===== src/rtl/cfg_rd_arbiter.sv =====
// Round-robin burst read arbiter sharing one cfg_ram read port between NUM_REQ
// requesters; tags returned words with requester id and last flag.
module cfg_rd_arbiter #(
  parameter int unsigned NUM_REQ    = 4,
  parameter int unsigned ID_WIDTH   = 2,
  parameter int unsigned ADDR_WIDTH = 4,
  parameter int unsigned DATA_WIDTH = 32,
  parameter int unsigned LEN_WIDTH  = 3,
  parameter int unsigned RD_LATENCY = 1
) (
  input  logic                            clk,
  input  logic                            rst_n,
  input  logic [NUM_REQ-1:0]              req_valid,
  input  logic [NUM_REQ*ADDR_WIDTH-1:0]   req_addr,
  input  logic [NUM_REQ*LEN_WIDTH-1:0]    req_len,
  output logic [NUM_REQ-1:0]              req_ready,
  output logic [ADDR_WIDTH-1:0]           ram_addr,
  input  logic [DATA_WIDTH-1:0]           ram_dout,
  output logic                            rsp_valid,
  output logic [ID_WIDTH-1:0]             rsp_id,
  output logic [DATA_WIDTH-1:0]           rsp_data,
  output logic                            rsp_last,
  output logic                            busy
);

  typedef enum logic {IDLE, BURST} state_e;

  state_e                  state_q;
  logic [ID_WIDTH-1:0]     rr_ptr_q;
  logic [ID_WIDTH-1:0]     gid_q;
  logic [LEN_WIDTH-1:0]    cnt_q;
  logic [ADDR_WIDTH-1:0]   ram_addr_q;

  logic                    pv_q    [RD_LATENCY];
  logic [ID_WIDTH-1:0]     pid_q   [RD_LATENCY];
  logic                    plast_q [RD_LATENCY];

  logic                    hi_found, lo_found, gnt_any;
  logic [ID_WIDTH-1:0]     hi_idx, lo_idx, gnt_idx, rr_next;
  logic [ADDR_WIDTH-1:0]   hi_addr, lo_addr, gnt_addr;
  logic [LEN_WIDTH-1:0]    hi_len, lo_len, gnt_len;

  // Rotating priority split in two passes: first valid at or above rr_ptr,
  // otherwise the first valid below it (the wrapped part of the search).
  always_comb begin
    hi_found = 1'b0;
    lo_found = 1'b0;
    hi_idx   = '0;
    lo_idx   = '0;
    hi_addr  = '0;
    lo_addr  = '0;
    hi_len   = '0;
    lo_len   = '0;
    for (int unsigned i = 0; i < NUM_REQ; i++) begin
      if (req_valid[i]) begin
        if (ID_WIDTH'(i) >= rr_ptr_q) begin
          if (!hi_found) begin
            hi_found = 1'b1;
            hi_idx   = ID_WIDTH'(i);
            hi_addr  = req_addr[i*ADDR_WIDTH +: ADDR_WIDTH];
            hi_len   = req_len[i*LEN_WIDTH +: LEN_WIDTH];
          end
        end else if (!lo_found) begin
          lo_found = 1'b1;
          lo_idx   = ID_WIDTH'(i);
          lo_addr  = req_addr[i*ADDR_WIDTH +: ADDR_WIDTH];
          lo_len   = req_len[i*LEN_WIDTH +: LEN_WIDTH];
        end
      end
    end
    gnt_any  = hi_found | lo_found;
    gnt_idx  = hi_found ? hi_idx  : lo_idx;
    gnt_addr = hi_found ? hi_addr : lo_addr;
    gnt_len  = hi_found ? hi_len  : lo_len;
    rr_next  = (gnt_idx == ID_WIDTH'(NUM_REQ - 1)) ? '0 : gnt_idx + ID_WIDTH'(1);
  end

  always_comb begin
    req_ready = '0;
    if (rst_n && state_q == IDLE && gnt_any) begin
      req_ready = NUM_REQ'(1) << gnt_idx;
    end
  end

  always_ff @(posedge clk or negedge rst_n) begin
    if (!rst_n) begin
      state_q    <= IDLE;
      rr_ptr_q   <= '0;
      gid_q      <= '0;
      cnt_q      <= '0;
      ram_addr_q <= '0;
      for (int unsigned i = 0; i < RD_LATENCY; i++) begin
        pv_q[i]    <= 1'b0;
        pid_q[i]   <= '0;
        plast_q[i] <= 1'b0;
      end
    end else begin
      // Idle cycles load an all-zero slot so the tail reads as id 0 / last 0.
      pv_q[0]    <= (state_q == BURST);
      pid_q[0]   <= (state_q == BURST) ? gid_q : '0;
      plast_q[0] <= (state_q == BURST) && (cnt_q == '0);
      for (int unsigned i = 1; i < RD_LATENCY; i++) begin
        pv_q[i]    <= pv_q[i-1];
        pid_q[i]   <= pid_q[i-1];
        plast_q[i] <= plast_q[i-1];
      end

      case (state_q)
        IDLE: begin
          if (gnt_any) begin
            ram_addr_q <= gnt_addr;
            cnt_q      <= gnt_len;
            gid_q      <= gnt_idx;
            rr_ptr_q   <= rr_next;
            state_q    <= BURST;
          end
        end
        BURST: begin
          if (cnt_q != '0) begin
            ram_addr_q <= ram_addr_q + ADDR_WIDTH'(1);
            cnt_q      <= cnt_q - LEN_WIDTH'(1);
          end else begin
            state_q <= IDLE;
          end
        end
        default: state_q <= IDLE;
      endcase
    end
  end

  always_comb begin
    busy = (state_q == BURST);
    for (int unsigned i = 0; i < RD_LATENCY; i++) begin
      busy = busy | pv_q[i];
    end
  end

  assign ram_addr  = ram_addr_q;
  assign rsp_valid = pv_q[RD_LATENCY-1];
  assign rsp_id    = pid_q[RD_LATENCY-1];
  assign rsp_last  = plast_q[RD_LATENCY-1];
  assign rsp_data  = pv_q[RD_LATENCY-1] ? ram_dout : '0;

endmodule


===== config.mk =====
export PLATFORM = sky130hd
export DESIGN_NAME = cfg_rd_arbiter
export DESIGN_NICKNAME = d
export VERILOG_FILES = /design/src/rtl/cfg_rd_arbiter.sv
export SDC_FILE = /design/constraint.sdc
export NUM_CORES = 1
export LEC_CHECK = 0
export BUFFER_PORTS_ARGS = -buffer_cell sky130_fd_sc_hd__buf_2
export CAP_MARGIN = 20
export CELL_PAD_IN_SITES_DETAIL_PLACEMENT = 1
export CELL_PAD_IN_SITES_GLOBAL_PLACEMENT = 1
export CORE_MARGIN = 4
export CORE_UTILIZATION = 28
export DETAILED_ROUTE_END_ITERATION = 12
export PLACE_DENSITY = 0.9
export SLEW_MARGIN = 10
export SYNTH_ARGS = -nofsm -noshare
export SYNTH_HDL_FRONTEND = slang
export SYNTH_SLANG_ARGS = --single-unit

===== constraint.sdc =====
create_clock -name clk -period 2.6 [get_ports clk]
set_input_delay 0.39 -clock clk [delete_from_list [all_inputs] [get_ports clk]]
set_output_delay 0.39 -clock clk [all_outputs]
set_load 0.05 [all_outputs]

==> results of run 1 <==
cell families (layout without fill, tap and decap cells):
logic type / count (synthesis) / count (layout)
AO/OA/AOI/OAI: 58 / 58
multiplexers: 9 / 9
AND/OR/NAND/NOR: 103 / 103
flip-flops: 16 / 16
adder cells (fa/ha/maj): 7 / 7
buffers and inverters: 28 / 130
synthesized netlist by cell type:
cell	n
a21oi_2	1
or2_2	1
dfrtp_1	16
nand2b_1	4
a222oi_1	3
nor4_1	3
a211o_1	3
a22o_1	3
o22ai_1	1
or3_1	3
o21ai_0	10
clkbuf_1	9
nand2b_2	1
a211oi_1	2
nor3b_1	1
and3_1	4
nand2_1	25
inv_1	12
and4_1	1
o21a_1	1
a2bb2oi_1	3
buf_2	6
nor3_1	5
nor3_2	1
mux2i_1	6
inv_2	1
a21oi_1	12
a31oi_1	10
or4_1	2
a221oi_1	1
nand3_1	2
and3b_1	4
nor2_1	6
a21o_1	3
nand3b_1	4
and2_1	35
o21bai_1	2
o41ai_1	1
a22oi_1	2
or2_1	1
ha_1	7
mux2_2	3
worst max-delay path: cells and delay by family, from the launching register on:
family	cells	cell delay, ns
AO/OA/AOI/OAI	2	0.47
adder cells (fa/ha/maj)	1	0.14
buffers and inverters	2	0.37
AND/OR/NAND/NOR	2	0.32
flip-flops	1	0.47
metal layers:
| metal | global-route usage, % | share of wire (%) |
|---|---|---|
| met5 | 0 | 0 |
| met3 | 2.91 | 11 |
| met4 | 4.89 | 1.4 |
| met1 | 18.6 | 39 |
| met2 | 30.1 | 49 |
registers in the layout (all words and copies together) (netlist names):
register / count
gid_q: 2
rsp_id: 2
state_q: 1
rsp_valid: 1
rr_ptr_q: 2
rsp_last: 1
cnt_q: 3
ram_addr: 4
power groups by stage:
stage	Combinational [mW]	Sequential (mW)	Clock, mW
global placement	1.87	0.535	0
finish	1.93	0.546	0.192
CTS	1.94	0.544	0.198
global route	2.06	0.575	0.210
detailed placement	1.93	0.548	0
floorplan	1.31	0.666	0
cell type report:
type	instances	area share, %
repair buffers	114	25.0
inverters	13	2.10
well taps	72	3.88
clock buffers	3	1.78
flip-flops and latches	16	17.4
multi-input cells	177	49.8
repair_timing:
action                     CTS  global route
gates resized for setup      0             2
hold buffers                 0             0
setup endpoints to repair    0             3
worst paths after layout:
kind	startpoint	to	slack, ns
max	rr_ptr_q[0]	req_ready[0]	0.16
min	rst_n	ram_addr[3]	0.06
max reg2reg	rr_ptr_q[1]	ram_addr[0]	0.64
min reg2reg	gid_q[0]	gid_q[0]	0.48
max in group asynchronous	rst_n	rr_ptr_q[0]	2.22
min in group clk	gid_q[0]	gid_q[0]	0.48
through the flow:
stage          total power, mW  hold slack (ns)  area, sq um  setup slack [ns]  util (%)
6_report                  2.67           0.0614         2320             0.162      41.1
2_1_floorplan             1.97           0.0944         1670             0.379         -
5_1_grt                   2.85           0.0875         2320            0.0592      41.1
3_5_place_dp              2.48            0.345         2280             0.222      40.3
4_1_cts                   2.68           0.0669         2320            0.0244      41.1
3_3_place_gp              2.40            0.342         2280             0.276      40.3
==> qor.yml, run 1 <==
clkPwrFrac_pct: 7.2
slowest_delay_ns: 0.47
fmaxAchievable_mhz: 410
fin_crit_ns: 2.44
initial_utilization_pct: 29.6
tightestPinTransition_ns: 0.676
synth_top_family_by_area: "simple AND/OR/NAND/NOR gates"
synth-seq-area-share_pct: 24.0
synth_area_sq_um: 1670
multi_input_area_sq_um: 1160
synth_nets: 294
synth_adder_area_share_pct: 5.25
core_area_sq_um: 5640
track_usage_pct: 16.2
nNetsFinal: 398
hp-class: "in -> async"
r2r_cells: 5
register_area_sq_um: 403
antenna_found_initial: 0
synth_cells: 221
grt_pass1_wl_um: 9650
layout_commonest_cell: "buf_2"
pwr-share-comb_pct: 72.3
cts_buffers: 3
final_max_slew_viol_count: 0
finalHoldViolCount: 0
port_buffers: 110
post_cts_buffers: 0
first_global_vias: 1999
place_inst: 392
cts_root_buffer: "clkbuf_8"
status: "finished clean"
dr.first_iter.drc_count: 68
syn_to_final_growth_pct: 39.0
final_cells: 395
place_hpwl_um: 5360
fillerInstances: 755
via_per_inst: 5.12
cts_tree: "yes"
cap_violations: 0
ys_types: 42
syn_area_per_cell_sq_um: 7.55
wl_per_cell_um: 16.1
setup_viol: 0
antenna_cells: 0
cpMaxStageDelayCell: "dfrtp_2"
worstPathRequired_ns: 2.21
place.gp.congestion: 0.858
p_seq_share_pct: 20.5
rsz0062_at_grt: "no"
cts.sinks: 16
maxSlewHeadroom_pct: 55.0
synth_top_area_cell: "dfrtp_1"
p_sw_mw: 1.57
routed_wirelength_um: 6340
finalSetupTns_ns: 0
synth_seq_cells: 16
ant_nets: 0
drive_gt1_share_pct: 39.3
die_w_um: 85.2
cts_buffer_depth: 2
insertion_delay_ns: 0.25
ioPinCount: 111
grt_start_max_net_pins: 35
via_count: 2024
htreeDepth: 1
p_int_mw: 1.10
worstPathArrival_ns: 2.05
leakage_nw: 1.23
fin_skew_ns: 0.00449
p_sw_share_pct: 58.9
cp_cell_sequence: "nand2b_1 -> a21o_1 -> o21a_1 -> inv_1 -> ha_1 -> and3_1 -> buf_2"
firstDrtPassIters: 4
synth_compound_area_share_pct: 23.3
worst-setup-path-type: "reg -> out"
cp-start-kind: "flop"
synthSimpleGateAreaFrac_pct: 35.1
synthXorXnorAreaFrac_pct: 0
period_share_pct: 93.8
ir_drop_uv: 544
crit_fanout: 10
drc: 0
dieArea_sq_um: 7260
num_rows: 27
ys_warn_count: 0
clk_pin_slew_worst_paths_ns: 0.06
worstSetupEndpointType: "output port"
synth_area_leaders: "dfrtp_1, and2_1, nand2_1, ha_1, a31oi_1"
yosys-mux-area-fraction_pct: 5.62
synth_top_area_share_pct: 24.0
grt_overflow_total: 0
die_h_um: 85.2
layout_common_cells: "buf_2, and2_1, nand2_1"
power_density_nw_per_um2: 1150
Note: power is estimated with default switching activity, not from simulation.
==> run 2, diff against run 1 <==
--- a/config.mk
+++ b/config.mk
@@ -12,7 +12,7 @@
 export CORE_MARGIN = 4
 export CORE_UTILIZATION = 28
 export DETAILED_ROUTE_END_ITERATION = 12
-export PLACE_DENSITY = 0.9
+export PLACE_DENSITY_LB_ADDON = 0.1
 export SLEW_MARGIN = 10
 export SYNTH_ARGS = -nofsm -noshare
 export SYNTH_HDL_FRONTEND = slang
==> qor.yml, run 2 (same netlist as run 1, synthesis figures left out) <==
cp-start-kind: "flop"
via_count: 1940
place.gp.congestion: 0.764
grt_pass1_wl_um: 9800
die_w_um: 85.2
via_per_inst: 4.87
layout_setup_ws_ns: 0.214
dieArea_sq_um: 7260
routed_wirelength_um: 5900
fin_crit_ns: 2.39
worstPathArrival_ns: 2.00
slowest_delay_ns: 0.47
wl_per_cell_um: 14.8
worstPathRequired_ns: 2.21
maxSlewHeadroom_pct: 49.7
pwr-share-comb_pct: 73.6
finalPower_mw: 2.65
finalHoldViolCount: 0
rsz0062_at_grt: "no"
final_max_slew_viol_count: 0
core_area_sq_um: 5640
p_sw_mw: 1.54
post_cts_buffers: 0
antenna_cells: 0
status: "finished clean"
firstDrtPassIters: 4
setup_viol: 0
drive_gt1_share_pct: 39.3
antenna_found_initial: 0
clkPwrFrac_pct: 6.9
largest_reg_flops: 4
port_buffers: 110
cpMaxStageDelayCell: "dfrtp_1"
drc: 0
ioPinCount: 111
timing.rr.end: "cnt_q[2]"
syn_to_final_growth_pct: 40.2
p_seq_share_pct: 19.5
r2r_slack_ns: 0.61
grt_start_max_net_pins: 35
cp_cell_sequence: "nand2_1 -> a21oi_1 -> a211o_1 -> inv_1 -> ha_1 -> and3_1 -> buf_2"
nNetsFinal: 401
period_share_pct: 91.8
place_hpwl_um: 4940
cts.sinks: 16
worstSetupEndpointType: "output port"
cts_resized: 0
layout_common_cells: "buf_2, and2_1, nand2_1"
finalSetupTns_ns: 0
ir_drop_uv: 386
leakage_nw: 1.24
initial_utilization_pct: 29.6
cts_root_buffer: "clkbuf_8"
p_sw_share_pct: 58.2
power_density_nw_per_um2: 1130
tightestPinTransition_ns: 0.747
htreeDepth: 1
r2r_cells: 5
fin_skew_ns: 0.00302
die_h_um: 85.2
cap_violations: 0
hp-class: "in -> async"
track_usage_pct: 16.2
cts_tree: "yes"
first_global_vias: 1993
dr.first_iter.drc_count: 66
worst-setup-path-type: "reg -> out"
crit_fanout: 9
cts_buffers: 3
place_ws_ns: 0.225
layout_commonest_cell: "buf_2"
cts_buffer_depth: 2
insertion_delay_ns: 0.25
clk_pin_slew_worst_paths_ns: 0.06
grt_overflow_total: 0
num_rows: 27
cts_hold_buf: 0
p_int_mw: 1.11
ant_nets: 0
r2r-start: "rr_ptr_q[1]"
fmaxAchievable_mhz: 419
run 2: cell type report:
| class | instances | area [sq um] |
|---|---|---|
| Clock buffer | 3 | 41.3 |
| Timing Repair Buffer | 117 | 603 |
| Multi-Input combinational cell | 177 | 1160 |
| Tap cell | 72 | 90.1 |
| Fill cell | 752 | 3300 |
| Inverter | 13 | 48.8 |
| Sequential cell | 16 | 400 |
run 2: power groups by stage:
stage               combinational, mW  sequential (mW)  clock (mW)
floorplan                        1.31            0.666           0
global placement                 1.94            0.520           0
detailed placement               1.96            0.523           0
CTS                              1.97            0.520       0.187
global route                     2.11            0.549       0.197
finish                           1.95            0.515       0.184
run 2: per-stage QoR:
stage	hold WS [ns]	instance area [sq um]	utilization [%]	std cells
after floorplan	0.0944	1670	-	221
after global placement	0.424	2300	40.7	395
after detailed placement	0.434	2300	40.7	395
after CTS	0.168	2340	41.5	398
after global routing	0.192	2340	41.5	398
final	0.149	2340	41.5	398
run 2: worst max path at each step:
stage | cells past startpoint | end | from | slack (ns)
after global routing | 8 | req_ready[1] | req_valid[0] | 0.03
after detailed placement | 8 | req_ready[1] | req_valid[0] | 0.23
after CTS | 7 | req_ready[1] | rr_ptr_q[1] | 0.20
final | 7 | req_ready[1] | rr_ptr_q[1] | 0.21
after global placement | 8 | req_ready[1] | req_valid[0] | 0.27
after floorplan | 8 | req_ready[1] | rr_ptr_q[0] | 0.38
run 2: critical path, delay by kind of cell, from the launching register on:
family | cells | cell delay [ns]
flops | 1 | 0.47
compound gates | 2 | 0.43
buf+inv | 2 | 0.37
simple gates | 2 | 0.33
fa+ha+maj | 1 | 0.14
run 2: per-layer routing:
| layer | GRT usage, % | routed length [um] |
|---|---|---|
| met3 | 2.72 | 377 |
| met4 | 3.45 | 78 |
| met5 | 0 | 0 |
| met2 | 28.4 | 2800 |
| met1 | 20.9 | 2640 |
